==> src/rtl/ray_pkg.sv <==
// Shared ray types: lane geometry, direction/origin structs and pack/unpack helpers.
package ray_pkg;

  localparam int RAY_WIDTH = 32;
  localparam int RAY_LANES = 3;

  typedef struct packed {
    logic [RAY_WIDTH-1:0] z;
    logic [RAY_WIDTH-1:0] y;
    logic [RAY_WIDTH-1:0] x;
  } RayDirection;

  typedef struct packed {
    logic [RAY_WIDTH-1:0] z;
    logic [RAY_WIDTH-1:0] y;
    logic [RAY_WIDTH-1:0] x;
  } RayOrigin;

  // Lane 0 = x, lane 1 = y, lane 2 = z.
  function automatic logic [RAY_LANES*RAY_WIDTH-1:0] pack_dir(input RayDirection d);
    return {d.z, d.y, d.x};
  endfunction

  function automatic RayDirection unpack_dir(input logic [RAY_LANES*RAY_WIDTH-1:0] v);
    RayDirection d;
    d.x = v[0*RAY_WIDTH +: RAY_WIDTH];
    d.y = v[1*RAY_WIDTH +: RAY_WIDTH];
    d.z = v[2*RAY_WIDTH +: RAY_WIDTH];
    return d;
  endfunction

  function automatic logic [RAY_LANES*RAY_WIDTH-1:0] pack_org(input RayOrigin o);
    return {o.z, o.y, o.x};
  endfunction

  function automatic RayOrigin unpack_org(input logic [RAY_LANES*RAY_WIDTH-1:0] v);
    RayOrigin o;
    o.x = v[0*RAY_WIDTH +: RAY_WIDTH];
    o.y = v[1*RAY_WIDTH +: RAY_WIDTH];
    o.z = v[2*RAY_WIDTH +: RAY_WIDTH];
    return o;
  endfunction

endpackage

==> src/rtl/ray_fifo_ctrl.sv <==
// FIFO control: wrapping pointers, occupancy count, status flags and optional peak
// tracking (peak register present only when RSF_PEAK_EN is defined).
module ray_fifo_ctrl
  import ray_pkg::*;
#(
  parameter int DEPTH       = 20,
  parameter int AFULL_LEVEL = DEPTH - 2,
  localparam int PW = $clog2(DEPTH),
  localparam int CW = $clog2(DEPTH + 1)
) (
  input  logic          clk,
  input  logic          reset,
  input  logic          in_valid,
  input  logic          out_ready,
  output logic          in_ready,
  output logic          out_valid,
  output logic          almost_full,
  output logic          overflow,
  output logic [CW-1:0] count,
  output logic [CW-1:0] peak,
  output logic [PW-1:0] wptr,
  output logic [PW-1:0] rptr,
  output logic          wr_en
);

  logic [CW-1:0] count_q, count_d;
  logic [PW-1:0] wptr_q, rptr_q;
  logic          overflow_q;
  logic          push, pop;

  // Flags come from the registered count only, never from the handshake inputs.
  assign in_ready    = (count_q != CW'(DEPTH));
  assign out_valid   = (count_q != '0);
  assign almost_full = (count_q >= CW'(AFULL_LEVEL));

  assign push  = in_valid & in_ready;
  assign pop   = out_valid & out_ready;
  assign wr_en = push;

  function automatic logic [PW-1:0] next_ptr(input logic [PW-1:0] p);
    return (p == PW'(DEPTH - 1)) ? '0 : p + 1'b1;
  endfunction

  always_comb begin
    count_d = count_q;
    if (push && !pop)      count_d = count_q + 1'b1;
    else if (pop && !push) count_d = count_q - 1'b1;
  end

  always_ff @(posedge clk) begin
    if (reset) begin
      count_q    <= '0;
      wptr_q     <= '0;
      rptr_q     <= '0;
      overflow_q <= 1'b0;
    end else begin
      count_q <= count_d;
      if (push) wptr_q <= next_ptr(wptr_q);
      if (pop)  rptr_q <= next_ptr(rptr_q);
      if (in_valid && !in_ready) overflow_q <= 1'b1;
    end
  end

`ifdef RSF_PEAK_EN
  logic [CW-1:0] peak_q;

  always_ff @(posedge clk) begin
    if (reset)                peak_q <= '0;
    else if (count_d > peak_q) peak_q <= count_d;
  end

  assign peak = peak_q;
`else
  assign peak = '0;
`endif

  assign count    = count_q;
  assign wptr     = wptr_q;
  assign rptr     = rptr_q;
  assign overflow = overflow_q;

endmodule

==> src/rtl/ray_stream_fifo.sv <==
// Multi-lane first-word-fall-through ray FIFO with valid/ready on both sides.
// Define RSF_PEAK_EN to enable the peak-occupancy register.
module ray_stream_fifo
  import ray_pkg::*;
#(
  parameter int WIDTH       = RAY_WIDTH,
  parameter int LANES       = RAY_LANES,
  parameter int DEPTH       = 20,
  parameter int AFULL_LEVEL = DEPTH - 2,
  localparam int CW = $clog2(DEPTH + 1)
) (
  input  logic                   clk,
  input  logic                   reset,
  input  logic                   in_valid,
  output logic                   in_ready,
  input  logic [LANES*WIDTH-1:0] in_data,
  output logic                   out_valid,
  input  logic                   out_ready,
  output logic [LANES*WIDTH-1:0] out_data,
  output logic [CW-1:0]          count,
  output logic                   almost_full,
  output logic                   overflow,
  output logic [CW-1:0]          peak
);

  localparam int PW = $clog2(DEPTH);

  logic [PW-1:0] wptr, rptr;
  logic          wr_en;

  ray_fifo_ctrl #(
    .DEPTH       (DEPTH),
    .AFULL_LEVEL (AFULL_LEVEL)
  ) u_ctrl (
    .clk         (clk),
    .reset       (reset),
    .in_valid    (in_valid),
    .out_ready   (out_ready),
    .in_ready    (in_ready),
    .out_valid   (out_valid),
    .almost_full (almost_full),
    .overflow    (overflow),
    .count       (count),
    .peak        (peak),
    .wptr        (wptr),
    .rptr        (rptr),
    .wr_en       (wr_en)
  );

  // One unreset storage array per lane; the head is read combinationally.
  for (genvar l = 0; l < LANES; l++) begin : g_lane
    (* ram_style = "distributed" *) logic [WIDTH-1:0] lane_mem [DEPTH];

    always_ff @(posedge clk) begin
      if (wr_en) lane_mem[wptr] <= in_data[l*WIDTH +: WIDTH];
    end

    assign out_data[l*WIDTH +: WIDTH] = lane_mem[rptr];
  end

endmodule
==> config.mk <==
export PLATFORM = sky130hd
export DESIGN_NAME = ray_stream_fifo
export DESIGN_NICKNAME = d
export VERILOG_FILES = /design/src/rtl/ray_pkg.sv /design/src/rtl/ray_fifo_ctrl.sv /design/src/rtl/ray_stream_fifo.sv
export SDC_FILE = /design/constraint.sdc
export NUM_CORES = 2
export LEC_CHECK = 0
export BUFFER_PORTS_ARGS = -buffer_cell sky130_fd_sc_hd__buf_2
export CORE_AREA = 2 2 524 266
export DETAILED_ROUTE_END_ITERATION = 12
export DIE_AREA = 0 0 526 268
export PLACE_DENSITY = 0.71
export SLEW_MARGIN = 20
export SYNTH_ARGS = -nofsm -noshare
export SYNTH_HDL_FRONTEND = slang
export SYNTH_SLANG_ARGS = --single-unit
==> constraint.sdc <==
create_clock -name clk -period 6.6 [get_ports clk]
set_input_delay 0.33 -clock clk [delete_from_list [all_inputs] [get_ports clk]]
set_output_delay 0.33 -clock clk [all_outputs]
set_load 0.05 [all_outputs]
# --- Word level (Yosys, flattened, before mapping) ---
# Memories as Yosys holds them, arrays and structs flattened. A register that Yosys moved wholly into a read port is not among the register bits.
# Cells that the tools add are included.
word_totals:
  register_bits: 16
  mem_bits_rw: 1920
  out_inout_bits: 110
  wordCells: 37
  memories: 3
classes:
  addsub: 4
  order_cmp: 1
  n_eq_ne: 3
  muxes: 12
  n_bitwise: 2
  n_reduce_logical: 8
mem_list:
  columns: ["memory", "words", "width", "read_ports", "rd_ports_with_merged_regs", "wr", "line", "source"]
  rows:
  - ["g_lane[0].lane_mem", 20, 32, 1, 1, 1, "ray_stream_fifo.sv:52", "(* ram_style = \"distributed\" *) logic [WIDTH-1:0] lane_mem [DEPTH];"]
  - ["g_lane[1].lane_mem", 20, 32, 1, 1, 1, "ray_stream_fifo.sv:52", null]
  - ["g_lane[2].lane_mem", 20, 32, 1, 1, 1, "ray_stream_fifo.sv:52", null]
ops:
  columns: ["cell", "n"]
  rows:
  - ["$mux W5", 10]
  - ["$add A5 B1 Y5 const B", 3]
  - ["$eq A5 B5 Y1 const B", 2]
  - ["$ge A5 B5 Y1 const B", 1]
  - ["$ne A5 B5 Y1 const B", 1]
  - ["$reduce_bool A5 Y1", 1]
  - ["$sub A5 B1 Y5 const B", 1]
  - ["$logic_and A1 B1 Y1", 3]
  - ["$logic_not A1 Y1", 3]
  - ["$and A1 B1 Y1", 2]
  - ["$mux W1", 2]
  - ["$reduce_bool A2 Y1", 1]

# --- Depth between registers and ports, before layout ---
logic_depth:
  ltp_word: 6
  depth_mapped: 10
  depth_no_buf: 9

# --- By module ---
# A second synthesis with hierarchy kept.
hier_totals:
  cells_unflattened: 4020
  area_unflattened_um2: 74577.8
by_module_without_submodules:
  columns: ["module", "n_inst", "cells_each", "area_each_um2"]
  rows:
  - ["ray_stream_fifo", 1, 3906, 73593.1]
  - ["ray_fifo_ctrl", 1, 114, 984.7]

# --- Least setup slack after synthesis ---
# Ideal clock, no wire load.
synth_timing:
  path_type: "flip-flop to flip-flop"
  from: "register u_ctrl.count_q[0], in the netlist u_ctrl.count[0]"
  to: "memory g_lane[0].lane_mem[14][0] (netlist bit) (enable)"
  setup_ns: 0.552
  t_arrival_ns: 5.555
  slack_ns: 0.493
  path_stages_with_launch: 6
  path_cell_list: "dfxtp_1 > or3_1 > o21a_1 > clkbuf_1 > nand2_1 > nor2_1"
synth_between:
  elab_chain_len: 4
synth_rtl:
  columns: ["element", "line", "source"]
  rows:
  - ["start: declaration", "ray_fifo_ctrl.sv:26", "logic [CW-1:0] count_q, count_d;"]
  - ["start signal: assignment", "ray_fifo_ctrl.sv:57", "count_q <= count_d;"]
  - ["$ne A5 B5 Y1", "ray_fifo_ctrl.sv:32", "assign in_ready = (count_q != CW'(DEPTH));"]
  - ["$and A1 B1 Y1", "ray_fifo_ctrl.sv:36", "assign push = in_valid & in_ready;"]
  - ["net u_ctrl.wr_en", "ray_fifo_ctrl.sv:23", "output logic wr_en"]
  - ["$mux W1", "ray_stream_fifo.sv:55", "if (wr_en) lane_mem[wptr] <= in_data[l*WIDTH +: WIDTH];"]
  - ["$mux W1 (not written as such)", "ray_stream_fifo.sv:55", null]
  - ["end: declaration", "ray_stream_fifo.sv:52", null]
# The timed path passes the listed nets, and every way through them passes these cells.

==> impl_metrics.yaml <==
timing:
  final.setup.worst_slack_ns: 1.71
  tns_ns: 0
  period_minus_slack_ns: 4.89
  rsz0062_at_grt: "no"
  period_share: 0.741
  relSlewSlack: 0.211
  setup_violations: 0
  tightest_slew_ns: 1.18
  hold_viol_final: 0
  maxSlewViolCount: 0
  max_freq_ghz: 0.205
  hold_slack_ns: 0.0731
  skew_ns: 0.0395
setup_path:
  end_kind: "primary output"
  critPathArrivalTime_ns: 4.56
  worstSetupStartpointType: "flop"
  r2r_cells: 5
  path_class: "flop to primary output"
  critPathRequiredTime_ns: 6.27
  r2r-start: "u_ctrl.count[1]"
  cp_max_fo: 42
layout:
  finish.utilization: 0.615
  drive_gt1_frac: 0.187
  area_delta_synth_final_pct: 12.6
  finalNonFillerCells: 6180
  finalNetCount: 4338
grt:
  grt_usage: 0.260
  antenna_found_initial: 13
  grt_pass1_wl_mm: 264
  grt_pass1_vias: 37200
  grt_max_degree: 166
  grt_remaining_overflow: 0
routing:
  drt_first_pass_iters: 5
  post_drt_via_cell_ratio: 6.32
  routed_wl_mm: 185
  route.met2.wl_mm: 79.1
  drtAntennaViolNets: 0
  avgRoutedWirePerCell_um: 29.9
  routed.top_layer: "met5"
  routedLengthMet1_mm: 81.5
  drt_iter0_drc: 5229
  wl_met3_mm: 20.4
  vias: 39000
  route.detailed.drc: 0
clocking:
  clockBufferDepth: 3
  postCtsHoldBufs: 98
  htreeDepth: 4
  cts.clk_slew.worst_paths_ns: 0.07
  numCtsBuffers: 165
  cts.sinks: 1941
  ctsResizeCount: 0
  cts-root-buf: "clkbuf_16"
  postCtsSetupBuffers: 0
  clock_latency_ns: 0.81
  cts_tree: "done"
place:
  io_buffers: 204
  dp_slack_ns: 2.58
  gp_congestion: 0.744
  dp_hpwl_mm: 87.2
  dp.cells: 5776
synthesis:
  ys_ff_latch: 1941
  ys_warn_count: 0
  ys_seq_area_frac: 0.780
  syn_inst: 3936
  synth_area_per_cell_um2: 18.9
  synth_edf_count: 1920
  synth-async-reset-ratio: 0
  netlist_area_um2: 74400
  ys_types: 52
  ys.flop_type: "edfxtp_1"
die:
  coreArea_um2: 136000
  num_rows: 96
  die_w_um: 526
  die_h_um: 268
  io-pin-count: 210
  start_util: 0.546
  dieArea_um2: 141000
power:
  ir_worst_vdd_mv: 0.365
  p_per_area_nw_per_um2: 353
  leakage_nw: 26.1
worst_hold_path:
  hold_class: "primary input to flop"
  worstHoldStart: "in_data[92]"
  min_path_cells: 1
run_status:
  status: "finished clean"
run:
  cap_violations: 0
==> where the power goes <==
part	total, W	switching, W	leakage (nW)	internal (W)
Clock	0.00959	0.00440	2.56	0.00519
Combinational	0.00614	0.00412	6.03	0.00202
Sequential	0.0139	0.000144	17.5	0.0137
==> kinds of logic after synthesis <==
group / Yosys count / share of synthesized area
other: 1 / 0.0000504
AOI/OAI and AO/OA: 597 / 0.0552
xor gates and xnor gates: 6 / 0.000706
and+or+nand+nor: 365 / 0.0228
DFF: 1941 / 0.780
buffers and inverters: 242 / 0.0155
muxes: 774 / 0.124
adders and majority gates: 10 / 0.00178
==> Yosys cell counts, drive strengths merged (2+ instances only) <==
cell type  instances  area share
inv                5     0.00025
nand3              2     0.00013
nand2            204       0.010
o21ai              2     0.00013
a311oi             3     0.00035
or3                4     0.00034
edfxtp          1920        0.77
a211oi           191       0.019
nor2              38      0.0019
a31oi              3     0.00025
ha                 9      0.0015
nand3b             3     0.00030
mux2             194       0.029
mux4              97       0.029
clkbuf           109      0.0055
nor2b             98      0.0082
dfxtp             21      0.0056
nand2b             3     0.00025
or2                2     0.00017
mux2i            483       0.065
o31ai             96      0.0098
xnor2              3     0.00035
buf              128      0.0097
xor2               3     0.00035
o211ai             2     0.00027
a21oi              9     0.00061
o22ai            287       0.024
==> critical path, stage by stage (launching register included) <==
cell and delay, ns:
dfxtp_1 0.57, nand4bb_4 0.57, buf_4 0.60, buf_4 0.82, o22ai_1 0.21, a211oi_1 0.37
o31ai_2 0.26, buf_2 0.28
==> per-stage QoR <==
| stage | area, um2 | power (W) |
|---|---|---|
| 3_5_place_dp | 77600 | 0.0202 |
| 2_1_floorplan | 74400 | 0.0185 |
| 5_1_grt | 83800 | 0.0305 |
| 6_report | 83800 | 0.0296 |
| 4_1_cts | 83800 | 0.0297 |
| 3_3_place_gp | 77600 | 0.0202 |
==> sequential cells by signal, indices dropped and copies added, names as in the netlist, named ones only <==
name             cells
g_lane.lane_mem   1920
u_ctrl.count         5
u_ctrl.rptr          5
u_ctrl.wptr          5
u_ctrl.overflow      1
==> layer usage <==
metal	up-vias	track usage
met5	-	0
met2	2135	0.370
met1	20100	0.406
met3	264	0.0626
li1	16600	-
met4	14	0.0633
==> path summary, 6_finish.rpt <==
path / end / slack, ns
min reg2reg: u_ctrl.wptr[4] / 0.57
max reg2reg: g_lane[1].lane_mem[15][23] / 3.21
max: out_data[14] / 1.71
min: g_lane[2].lane_mem[0][28] / 0.07
==> layout make-up <==
class	count	area [um2]
Sequential cell	1941	58100
Fill cell	9550	52400
Tap cell	1813	2270
Clock buffer	204	4320
Inverter	5	23.8
Timing Repair Buffer	358	2780
Clock inverter	99	930
Multi-Input combinational cell	1757	15400
Antenna cell	3	7.51
==> layout by cell type, fill, tap and decap left out, drive strengths merged, types with 98 or more instances in the layout <==
| cell type | count |
|---|---|
| nor2b | 98 |
| edfxtp | 1920 |
| a211oi | 191 |
| clkbuf | 204 |
| o22ai | 287 |
| buf | 260 |
| mux2 | 194 |
| mux2i | 483 |
| nand2 | 204 |
| dlygate4sd3 | 98 |
(Power assumes the default switching activity.)
